File: src/rtl/countdown_timer_pkg.sv
// Shared types and defaults for the loadable countdown timer.
package countdown_timer_pkg;

  localparam int unsigned COUNTDOWN_WIDTH = 4;

  typedef enum logic [1:0] {
    ST_IDLE = 2'd0,
    ST_RUN  = 2'd1,
    ST_DONE = 2'd2
  } state_e;

endpackage

File: src/rtl/countdown_timer_if.sv
// Load handshake, run control and status bundle for countdown_timer.
interface countdown_timer_if
  import countdown_timer_pkg::*;
#(
  parameter int unsigned WIDTH = COUNTDOWN_WIDTH
);

  logic             load_valid_i;
  logic             load_ready_o;
  logic [WIDTH-1:0] data_i;
  logic             enable_i;
  logic             abort_i;
  logic [WIDTH-1:0] count_o;
  logic             busy_o;
  logic             done_o;

  modport master (
    output load_valid_i, data_i, enable_i, abort_i,
    input  load_ready_o, count_o, busy_o, done_o
  );

  modport slave (
    input  load_valid_i, data_i, enable_i, abort_i,
    output load_ready_o, count_o, busy_o, done_o
  );

endinterface

File: src/rtl/countdown_timer.sv
// Loadable down-counter with one-cycle terminal-count pulse.
// COUNTDOWN_TIMER_RELOAD_EN adds auto_reload_i for periodic operation.
module countdown_timer
  import countdown_timer_pkg::*;
#(
  parameter int unsigned WIDTH = COUNTDOWN_WIDTH
) (
  input  logic clk_i,
  input  logic rst_ni,
`ifdef COUNTDOWN_TIMER_RELOAD_EN
  input  logic auto_reload_i,
`endif
  countdown_timer_if.slave tmr
);

  state_e           state_q;
  logic [WIDTH-1:0] count_q;
  logic             done_q;
`ifdef COUNTDOWN_TIMER_RELOAD_EN
  logic [WIDTH-1:0] reload_q;
`endif

  always_ff @(posedge clk_i or negedge rst_ni) begin
    if (!rst_ni) begin
      state_q  <= ST_IDLE;
      count_q  <= '0;
      done_q   <= 1'b0;
`ifdef COUNTDOWN_TIMER_RELOAD_EN
      reload_q <= '0;
`endif
    end else begin
      done_q <= 1'b0;
      case (state_q)
        ST_IDLE: begin
          if (tmr.load_valid_i) begin
`ifdef COUNTDOWN_TIMER_RELOAD_EN
            reload_q <= tmr.data_i;
`endif
            if (tmr.data_i != '0) begin
              count_q <= tmr.data_i;
              state_q <= ST_RUN;
            end else begin
              count_q <= '0;
              done_q  <= 1'b1;
              state_q <= ST_DONE;
            end
          end
        end
        ST_RUN: begin
          if (tmr.abort_i) begin
            count_q <= '0;
            state_q <= ST_IDLE;
          end else if (tmr.enable_i) begin
            if (count_q > WIDTH'(1)) begin
              count_q <= count_q - WIDTH'(1);
            end else begin
              // Terminal edge; count is never 0 here since a zero load bypasses RUN.
              done_q <= 1'b1;
`ifdef COUNTDOWN_TIMER_RELOAD_EN
              if (auto_reload_i) begin
                count_q <= reload_q;
              end else begin
                count_q <= '0;
                state_q <= ST_DONE;
              end
`else
              count_q <= '0;
              state_q <= ST_DONE;
`endif
            end
          end
        end
        ST_DONE: begin
          state_q <= ST_IDLE;
        end
        default: begin
          state_q <= ST_IDLE;
          count_q <= '0;
        end
      endcase
    end
  end

  assign tmr.count_o      = count_q;
  assign tmr.done_o       = done_q;
  assign tmr.busy_o       = (state_q == ST_RUN);
  assign tmr.load_ready_o = (state_q == ST_IDLE);

endmodule

File: src/flat_wrapper.sv
// flat-port wrapper written by rule: the top's interface ports become plain ports
module countdown_timer_flat import countdown_timer_pkg::*;
#(
  parameter int unsigned WIDTH = COUNTDOWN_WIDTH
)
  (clk_i, rst_ni, tmr_load_valid_i, tmr_data_i, tmr_enable_i, tmr_abort_i, tmr_load_ready_o, tmr_count_o, tmr_busy_o, tmr_done_o);
  countdown_timer_if #(.WIDTH(WIDTH)) tmr_i ();
  input  logic clk_i;
  input  logic rst_ni;
  input wire logic [$bits(tmr_i.load_valid_i)-1:0] tmr_load_valid_i;
  input wire logic [$bits(tmr_i.data_i)-1:0] tmr_data_i;
  input wire logic [$bits(tmr_i.enable_i)-1:0] tmr_enable_i;
  input wire logic [$bits(tmr_i.abort_i)-1:0] tmr_abort_i;
  output wire logic [$bits(tmr_i.load_ready_o)-1:0] tmr_load_ready_o;
  output wire logic [$bits(tmr_i.count_o)-1:0] tmr_count_o;
  output wire logic [$bits(tmr_i.busy_o)-1:0] tmr_busy_o;
  output wire logic [$bits(tmr_i.done_o)-1:0] tmr_done_o;
  assign tmr_i.load_valid_i = tmr_load_valid_i;
  assign tmr_i.data_i = tmr_data_i;
  assign tmr_i.enable_i = tmr_enable_i;
  assign tmr_i.abort_i = tmr_abort_i;
  assign tmr_load_ready_o = tmr_i.load_ready_o;
  assign tmr_count_o = tmr_i.count_o;
  assign tmr_busy_o = tmr_i.busy_o;
  assign tmr_done_o = tmr_i.done_o;
  countdown_timer #(.WIDTH(WIDTH)) u_core (.clk_i(clk_i), .rst_ni(rst_ni), .tmr(tmr_i));
endmodule
File: config.mk
export PLATFORM = sky130hd
export DESIGN_NAME = countdown_timer_flat
export DESIGN_NICKNAME = d
export VERILOG_FILES = /design/src/rtl/countdown_timer_pkg.sv /design/src/rtl/countdown_timer_if.sv /design/src/rtl/countdown_timer.sv /design/src/flat_wrapper.sv
export SDC_FILE = /design/constraint.sdc
export NUM_CORES = 1
export LEC_CHECK = 0
export BUFFER_PORTS_ARGS = -buffer_cell sky130_fd_sc_hd__buf_2
export CORE_UTILIZATION = 31
export CTS_CLUSTER_DIAMETER = 40
export DETAILED_ROUTE_END_ITERATION = 16
export PLACE_DENSITY = 0.6
export SLEW_MARGIN = 10
export SYNTH_ARGS = -nofsm -noshare
export SYNTH_HDL_FRONTEND = slang
export SYNTH_SLANG_ARGS = --single-unit
File: constraint.sdc
create_clock -name clk_i -period 2.5 [get_ports clk_i]
set_input_delay 0.375 -clock clk_i [delete_from_list [all_inputs] [get_ports clk_i]]
set_output_delay 0.375 -clock clk_i [all_outputs]
set_load 0.005 [all_outputs]
## Yosys cells after proc, flatten, opt, wreduce, memory -nomap -nowiden

Cells that the tools add are included.

- Register bits: 7
- Logic and storage cells: 33
- Input port bits: 9

- Mux-type cells: 18
- $lt $le $gt $ge: 1
- Equality and inequality tests: 5
- Reductions and logical operators: 4
- Add/sub/neg operators: 1
- Bitwise gates (word level): 1

Operators with widths:

| kind | count |
|---|---|
| $mux W4 | 5 |
| $pmux W4 S3 | 1 |
| $mux W2 | 5 |
| $ne A3 B3 Y1 const B | 2 |
| $reduce_and A3 Y1 | 2 |
| $mux W1 | 5 |
| $gt A4 B1 Y1 const B | 1 |
| $pmux W2 S2 | 1 |
| $reduce_bool A4 Y1 | 1 |
| $sub A4 B1 Y4 const B | 1 |
| $eq A2 B1 Y1 const B | 1 |
| $eq A2 B2 Y1 const B | 1 |
| $logic_not A2 Y1 | 1 |
| $ne A2 B2 Y1 const B | 1 |
| $pmux W1 S2 | 1 |
| $not A1 Y1 | 1 |

## Longest topological paths before layout

Gate-level depths: netlist of the first run.

- Word-level depth: 5
- Depth in mapped cells: 5
- Mapped depth without buffers: 5

## Least setup slack after synthesis of the first run

No wires, ideal clock.

- Path type: register -> register
- From: reg u_core.count_q[0] (netlist: u_core.tmr.count_o[0])
- To: reg u_core.state_q[1]
- Period minus slack after synthesis: 1.306 ns
- Data arrival time: 1.185 ns
- Path buffers: 0
- Path slack: 1.194 ns
- Data required time: 2.379 ns
- Setup time: 0.121 ns
- Stages on the path, launching flop included: 6
- Path through: dfrtp_1 -> inv_1 -> ha_1 -> nor2_1 -> nor2_1 -> a22o_1

- Longest elaborated chain between the ends: 3

RTL lines:

| element | line | source |
|---|---|---|
| from (decl) | countdown_timer.sv:17 | `logic [WIDTH-1:0] count_q;` |
| from (signal assigned) | countdown_timer.sv:40 | `count_q <= tmr.data_i;` |
| from (signal assigned) | countdown_timer.sv:55 | `count_q <= count_q - WIDTH'(1);` |
| $gt A4 B1 Y1 | countdown_timer.sv:54 | `if (count_q > WIDTH'(1)) begin` |
| $ne A3 B3 Y1 (no line) | - |  |
| $reduce_and A3 Y1 (no line) | - |  |
| to (signal assigned) | countdown_timer.sv:52 | `state_q <= ST_IDLE;` |
| to (signal assigned) | countdown_timer.sv:68 | `state_q <= ST_DONE;` |
| to (signal assigned) | countdown_timer.sv:74 | `state_q <= ST_IDLE;` |
| to (decl) | countdown_timer.sv:16 | `state_e state_q;` |

Every way passes these cells.
A chain may end at the register's enable or synchronous reset.

## Worst setup path after layout of the first run

- From: reg u_core.state_q[1]
- To: out tmr_busy_o

- Longest elaborated chain between the ends: 1

RTL lines:

| element | line | source |
|---|---|---|
| from (signal assigned) | countdown_timer.sv:25 | `state_q <= ST_IDLE;` |
| from (signal assigned) | countdown_timer.sv:41 | `state_q <= ST_RUN;` |
| from (signal assigned) | countdown_timer.sv:45 | `state_q <= ST_DONE;` |
| $eq A2 B1 Y1 | countdown_timer.sv:86 | `assign tmr.busy_o = (state_q == ST_RUN);` |
| to (decl) | flat_wrapper.sv:16 | `output wire logic [$bits(tmr_i.busy_o)-1:0] tmr_busy_o;` |

Every way passes these cells.

==> parameters.txt, run 1 <==
Parameter                              Value

Status
  Result of the run ... completed

Layout
  Final antenna diode count ... 0
  Final net count ... ~80
  Leading cell type in the layout, fill and taps excluded ... sky130_fd_sc_hd__buf_2
  Commonest cells after routing, fill and taps aside ... sky130_fd_sc_hd__buf_2 (15), sky130_fd_sc_hd__dfrtp_1 (7), sky130_fd_sc_hd__inv_1 (5), sky130_fd_sc_hd__nand3_1 (5), sky130_fd_sc_hd__nand2_1 (4)
  Area added between synthesis and finish ... 28.7%
  Number of fill cells in the layout ... 149
  Ratio of cells with drive above 1 in the final layout ... 39.4%
  Non-filler cells, final ... 81

Detailed routing
  Detailed-routing iteration count for the pre-antenna-repair pass ... 4
  Detailed route wirelength on metal3 ... 86 um
  DRT antenna net count ... 0
  First DRT Iteration DRCs ... 6
  M1 wire length ... 475 um
  Via count of the routed design ... 428
  Uppermost signal routing layer after detailed routing ... met3
  Vias per inst ... 5.28
  Routed Wire Length ... between 1000 and 1500 um
  Met2 Routed Length ... 475 um
  Wirelength per Cell ... 12.8 um
  Count of unresolved DRC violations after routing ... 0

STA
  Setup clock skew after layout ... a little over 0.006 ns
  Part of the cycle the worst path needs ... between 50% and 60%
  Highest Clock Rate ... 684 MHz
  Endpoints failing hold ... 0
  Final period demand of the worst path ... 1.46 ns
  Total negative slack for setup checks ... 0 ns
  Pin slew with the least headroom to its limit ... about 0.58 ns
  Final setup violation count ... 0
  Number of slew-limit violations in the final report ... 0
  Setup repair after global routing missed its margin ... no
  Relative slew margins ... 60.8%

Yosys
  Synth Area in Compound Gates ... around a quarter
  Count of unique library cells instantiated by Yosys ... 22
  Synthesized area ... 453 sq um
  Combinational family with the most area after synthesis ... simple AND/OR/NAND/NOR gates
  Adder-cell share of the synthesized area ... 5.52%
  Number of warning messages in the yosys log ... 0
  Multiplexer fraction of the synthesized cell area ... 0%
  Synthesized instance count ... 46
  Average cell area after synthesis ... 9.85 sq um
  Sequential cell area fraction in the yosys report ... 38.7%
  Synthesized netlist net count ... 57
  Simple-gate portion of the synthesized area ... a little over a quarter
  Fraction of synthesized cell area in xor and xnor cells ... 0%
  Synth Register Bits ... 7

Clock tree
  CTS sink count ... 7
  Maximum buffer depth of the clock tree ... 2
  Cts bufs inserted ... 3
  Number of gates given a new drive strength after cts ... 0
  Hold-fix buffer count after cts ... 1
  Post-CTS clock slew at the launch and capture registers of the worst setup and hold paths ... ~0.050 ns
  Clock latency of the later-clocked register in the worst-skew pair ... ~0.26 ns
  Buffers inserted by post-CTS timing repair ... 0
  Clock tree from TritonCTS ... built
  H-Tree Level Count ... 1
  Buffer cell driving the clock tree root ... sky130_fd_sc_hd__clkbuf_4

Setup path
  Crit end category ... output pin
  Register-to-register setup slack ... 1.06 ns
  Highest-delay cell along the critical path ... sky130_fd_sc_hd__dfrtp_1
  Crit path launch type ... flop
  WS Path Type ... reg -> out
  Crit path DAT ... 1.09 ns
  Worst endpoint required time ... 2.12 ns
  Critical Path Max Stage Delay ... 0.45 ns
  Cell Chain, Critical Path ... and2b_2, buf_2
  CP max FO ... 7

Floorplanning
  Initial cell density of the core ... 34.0%
  Number of core rows ... 13
  Area inside the core boundary ... 1330 sq um
  Die span in x ... just over 40 um
  Top-level port count ... 16
  Vertical die dimension ... 40.2 um
  DIE AREA ... 1620 sq um

Power and ir drop
  Static leakage ... about 0.28 nW
  Total power per unit cell area ... 1040 nW/um^2
  Worst ir drop on vdd ... ~0.00054 V
  Total power after layout ... 0.608 mW

Placement
  Final estimated routing congestion in global placement ... 0.798
  Number of I/O port buffers ... 15
  Total half-perimeter wirelength after legalization and detailed placement ... 781 um
  Cell count after placement ... 76

Global route
  Global-route wire length before repair ... 1730 um
  Vias in the first global route ... 411
  Final global-route overflow total ... 0
  Global-route usage over all layers ... between 10% and 20%
  Initial antenna violation count ... 0
  Maximum number of pins on one net before global-route repair ... 8

Run
  Max cap viols ... 0

Min path
  Type of the worst min-delay path ... in -> reg
==> layout make-up <==
| cell class | instances | area [sq um] | share of cell area, % |
|---|---|---|---|
| clock buffers | 4 | 26.3 | 4.51 |
| inverters | 5 | 18.8 | 3.22 |
| multi-input cells | 34 | 259 | 44.4 |
| flip-flops and latches | 7 | 175 | 30.0 |
| well taps | 15 | 18.8 | 3.22 |
| repair buffers | 16 | 85.1 | 14.6 |
==> stage by stage <==
step	area (sq um)	hold WS [ns]	utilization [%]	setup slack, ns
6_report	583	0.347	43.7	1.04
5_1_grt	583	0.354	43.7	0.961
3_3_place_gp	547	0.224	41.0	1.12
4_1_cts	583	0.339	43.7	1.03
3_5_place_dp	547	0.222	41.0	1.07
2_1_floorplan	453	0.0794	-	1.19
==> metal layers <==
metal	vias up	global-route usage (%)
li1	214	-
met1	197	20.7
met2	17	26.2
met3	0	8.33
met4	0	5.00
met5	-	0
==> flip-flops by register name, summed over array words and instances (netlist names) <==
register	flops
u_core.state_q	2
u_core.tmr.done_o	1
u_core.tmr.count_o	4
==> path summary, 6_finish.rpt <==
kind,start,cells past startpoint,endpoint
max in group asynchronous,rst_ni,2,u_core.tmr.count_o[3]$_DFFE_PN0P_
worst min-delay path,tmr_data_i[2],3,u_core.tmr.count_o[2]$_DFFE_PN0P_
min in group asynchronous,rst_ni,2,u_core.tmr.count_o[2]$_DFFE_PN0P_
worst max register to register,u_core.tmr.count_o[0]$_DFFE_PN0P_,5,u_core.state_q[1]$_DFFE_PN0P_
worst min register to register,u_core.tmr.count_o[2]$_DFFE_PN0P_,1,u_core.tmr.count_o[2]$_DFFE_PN0P_
worst max-delay path,u_core.state_q[1]$_DFFE_PN0P_,2,tmr_busy_o
==> cell families after synthesis <==
| kind of cell | after synthesis |
|---|---|
| and+or+nand+nor | 19 |
| buffers and inverters | 5 |
| AOI/OAI and AO/OA | 13 |
| DFF | 7 |
| adders and majority gates | 2 |
==> synthesized netlist by cell type <==
master | instances | share of area [%]
sky130_fd_sc_hd__o21ai_2 | 1 | 1.9
sky130_fd_sc_hd__inv_1 | 5 | 4.1
sky130_fd_sc_hd__o21ai_1 | 1 | 1.1
sky130_fd_sc_hd__nand3_1 | 5 | 5.5
sky130_fd_sc_hd__o211ai_1 | 2 | 3.3
sky130_fd_sc_hd__o31ai_1 | 1 | 1.7
sky130_fd_sc_hd__nand2_1 | 4 | 3.3
sky130_fd_sc_hd__or2_4 | 1 | 1.9
sky130_fd_sc_hd__nor2_1 | 3 | 2.5
sky130_fd_sc_hd__a22o_1 | 2 | 3.9
sky130_fd_sc_hd__o311ai_1 | 1 | 1.9
sky130_fd_sc_hd__and4bb_4 | 1 | 3.6
sky130_fd_sc_hd__o211ai_2 | 2 | 5.5
sky130_fd_sc_hd__a211oi_1 | 1 | 1.7
sky130_fd_sc_hd__nor3b_2 | 1 | 2.8
sky130_fd_sc_hd__dfrtp_1 | 7 | 39
sky130_fd_sc_hd__o221ai_1 | 1 | 1.9
sky130_fd_sc_hd__nor4_1 | 2 | 2.8
sky130_fd_sc_hd__o31a_1 | 1 | 1.9
sky130_fd_sc_hd__or3b_4 | 1 | 2.5
sky130_fd_sc_hd__and2b_2 | 1 | 1.9
sky130_fd_sc_hd__ha_1 | 2 | 5.5
==> worst max-delay path: cells and delay by family, from the launching register on <==
| family | cells | cell delay (ns) |
|---|---|---|
| buf+inv | 1 | 0.12 |
| flops | 1 | 0.45 |
| simple gates | 1 | 0.25 |
==> report_power, final <==
group / switching (mW) / internal, mW
registers: 0.0652 / 0.155
logic: 0.144 / 0.139
clock network: 0.0441 / 0.0611
No activity file was read; power rests on OpenSTA's default activity.
==> run 2: changes to the inputs <==
- clock period: 2.5 -> 1.4 ns (I/O delays scaled with it)
==> run 2 against run 1 <==
Total power increased by 96%. Final area up 5.6%. Sequential share of layout area decreased by 1.6 points. Sequential power rose by 66%. Routed wire length rose by 16%. Register-to-register slack got worse by 0.96 ns. Clock power grew 84%. Critical path depth unchanged. Critical endpoint unchanged. Die area did not move. Worst setup slack got worse by 0.95 ns.
==> parameters.txt, run 2 (synthesis gave the netlist of run 1 again) <==
Parameter                              Value

Placement
  Total half-perimeter wirelength after legalization and detailed placement ... 884 um (was 781 um)
  Final estimated routing congestion in global placement ... 0.810 (was 0.798)
  Number of I/O port buffers ... 15 (unchanged)
  Dpl ws ... 0.0464 ns (was 1.07 ns)

STA
  Final period demand of the worst path ... 1.31 ns
  Number of slew-limit violations in the final report ... 0 (unchanged)
  Total negative slack for setup checks ... 0 ns (unchanged)
  Endpoints failing hold ... 0 (unchanged)
  Final setup violation count ... 0 (unchanged)
  Relative slew margins ... 66.5% (was 60.8%)
  Highest Clock Rate ... 764 MHz
  Minimum setup slack in the final design ... 0.0919 ns (was 1.04 ns)
  Part of the cycle the worst path needs ... between 90% and 100%
  Setup clock skew after layout ... 0.00916 ns (was 0.00605 ns)
  Worst-case hold slack ... 0.188 ns (was 0.347 ns)
  Pin slew with the least headroom to its limit ... 0.499 ns (was 0.582 ns)
  Setup repair after global routing missed its margin ... no (unchanged)

Setup path
  R2r startpoint ... u_core.tmr.count_o[0]$_DFFE_PN0P_ (unchanged)
  Crit path DAT ... 1.10 ns (was 1.09 ns)
  Cell Chain, Critical Path ... and2b_2, buf_2 (unchanged)
  Worst endpoint required time ... 1.19 ns (was 2.12 ns)
  Critical Path Max Stage Delay ... 0.47 ns (was 0.45 ns)
  Crit path launch type ... flop (unchanged)
  CP max FO ... 7 (unchanged)
  Highest-delay cell along the critical path ... sky130_fd_sc_hd__dfrtp_1 (unchanged)
  Critical Path Source ... u_core.state_q[1]$_DFFE_PN0P_ (unchanged)
  WS Path Type ... reg -> out (unchanged)
  Crit end category ... output pin (unchanged)

Global route
  Vias in the first global route ... 419 (was 411)
  Final global-route overflow total ... 0 (unchanged)
  Global-route wire length before repair ... 1900 um (was 1730 um)
  Global-route usage over all layers ... 18.6% (was 17.0%)
  Maximum number of pins on one net before global-route repair ... 8 (unchanged)
  Initial antenna violation count ... 0 (unchanged)

Floorplanning
  Initial cell density of the core ... 34.0% (unchanged)
  DIE AREA ... 1620 sq um (unchanged)
  Die span in x ... 40.2 um (unchanged)
  Number of core rows ... 13 (unchanged)
  Area inside the core boundary ... 1330 sq um (unchanged)
  Vertical die dimension ... 40.2 um (unchanged)
  Top-level port count ... 16 (unchanged)

Detailed routing
  Vias per inst ... 5.61 (was 5.28)
  DRT antenna net count ... 0 (unchanged)
  Met2 Routed Length ... 554 um (was 475 um)
  Detailed-routing iteration count for the pre-antenna-repair pass ... 6 (was 4)
  M1 wire length ... 544 um (was 475 um)
  Routed Wire Length ... 1200 um (was 1040 um)
  Uppermost signal routing layer after detailed routing ... met4 (was met3)
  Via count of the routed design ... 477 (was 428)
  Wirelength per Cell ... 14.1 um (was 12.8 um)
  Detailed route wirelength on metal3 ... 94 um (was 86 um)
  First DRT Iteration DRCs ... 12 (was 6)
  Count of unresolved DRC violations after routing ... 0 (unchanged)

Power and ir drop
  Total power per unit cell area ... 1930 nW/um^2 (was 1040 nW/um^2)
  Sw Ratio ... 42.0% (was 41.7%)
  Switching pwr ... 0.500 mW (was 0.254 mW)
  Share of total power in sequential cells ... 30.8% (was 36.1%)
  Combinational share of power ... 53.0% (was 46.6%)
  Static leakage ... 0.302 nW (was 0.281 nW)
  Total power after layout ... 1.19 mW (was 0.608 mW)
  Clock share of power ... 16.2% (was 17.3%)
  Worst ir drop on vdd ... 0.000751 V (was 0.000545 V)
  Internal power ... 0.691 mW (was 0.354 mW)

Layout
  Number of fill cells in the layout ... 142 (was 149)
  Sequential standard cell area ... 175 sq um (unchanged)
  Post-route core utilization ... 46.2% (was 43.7%)
  Commonest cells after routing, fill and taps aside ... sky130_fd_sc_hd__buf_2 (15), sky130_fd_sc_hd__dfrtp_1 (7), sky130_fd_sc_hd__inv_1 (5), sky130_fd_sc_hd__nand3_1 (5) (was sky130_fd_sc_hd__buf_2 (15), sky130_fd_sc_hd__dfrtp_1 (7), sky130_fd_sc_hd__inv_1 (5), sky130_fd_sc_hd__nand3_1 (5), sky130_fd_sc_hd__nand2_1 (4))
  Number of flip-flops in the largest register ... 4 (unchanged)
  Multi-input gate area in the final layout ... 262 sq um (was 259 sq um)
  Final antenna diode count ... 0 (unchanged)
  Leading cell type in the layout, fill and taps excluded ... sky130_fd_sc_hd__buf_2 (unchanged)
  Final net count ... 82 (was 78)
  Ratio of cells with drive above 1 in the final layout ... 44.3% (was 39.4%)
  Area added between synthesis and finish ... 35.9% (was 28.7%)

Clock tree
  Cts bufs inserted ... 3 (unchanged)
  Post-CTS clock slew at the launch and capture registers of the worst setup and hold paths ... 0.05 ns (about the same)
  CTS sink count ... 7 (unchanged)
  Buffer cell driving the clock tree root ... sky130_fd_sc_hd__clkbuf_4 (unchanged)
  Clock tree from TritonCTS ... built (unchanged)
  Buffers inserted by post-CTS timing repair ... 0 (unchanged)
  Clock latency of the later-clocked register in the worst-skew pair ... 0.26 ns (about the same)
  Maximum buffer depth of the clock tree ... 2 (unchanged)
  H-Tree Level Count ... 1 (unchanged)

Min path
  HP Start ... tmr_data_i[3] (was tmr_data_i[2])
  Type of the worst min-delay path ... in -> reg (unchanged)

Status
  Result of the run ... completed (unchanged)

Run
  Max cap viols ... 0 (unchanged)
[run 2: cell types whose count changed in the layout (fill, tap and decap cells not counted), sizes merged]
cell / change
buf: +4
[run 2: stage by stage]
step                      area, sq um  cells
after floorplan                   453     46
after global placement            577     80
after detailed placement          577     80
after CTS                         613     85
after global routing              616     85
final                             616     85
[run 2: timing repair]
item                                   in CTS  in global routing
endpoints found under the hold margin       7                  0
setup endpoints to repair                   0                  2
hold buffers                                1                  0
gates resized for setup                     0                  1
[run 2: critical path, delay by kind of cell (launching register included)]
kind | cells | cell delay (ns)
flops | 1 | 0.47
buf+inv | 1 | 0.12
simple gates | 1 | 0.26
[run 2: routing by layer]
| layer | global-route usage [%] | vias to the layer above |
|---|---|---|
| met4 | 10.0 | 0 |
| met3 | 5.00 | 2 |
| li1 | - | 224 |
| met1 | 22.7 | 228 |
| met2 | 29.4 | 23 |
| met5 | 0 | - |
[run 2: final timing paths]
| kind | end | slack, ns | cells after the start |
|---|---|---|---|
| max | tmr_busy_o | 0.09 | 2 |
| min | u_core.tmr.count_o[3]$_DFFE_PN0P_ | 0.19 | 3 |
| max in group asynchronous | u_core.tmr.count_o[3]$_DFFE_PN0P_ | 0.92 | 2 |
| min reg2reg | u_core.tmr.count_o[2]$_DFFE_PN0P_ | 0.63 | 1 |
| max reg2reg | u_core.state_q[1]$_DFFE_PN0P_ | 0.10 | 5 |
| min in group asynchronous | u_core.state_q[0]$_DFFE_PN0P_ | 0.31 | 2 |
[run 2: final cells by class]
class / instances / share of cell area [%]
flip-flops and latches: 7 / 28.5
well taps: 15 / 3.05
inverters: 5 / 3.05
repair buffers: 20 / 18.7
clock buffers: 4 / 4.27
multi-input cells: 34 / 42.5
[run 2: power by group through the flow]
stage | Clock (mW) | Sequential, mW | Combinational, mW
final | 0.193 | 0.366 | 0.631
after global routing | 0.210 | 0.378 | 0.695
after CTS | 0.203 | 0.364 | 0.614
after detailed placement | 0 | 0.366 | 0.606
after global placement | 0 | 0.359 | 0.600
after floorplan | 0 | 0.382 | 0.340
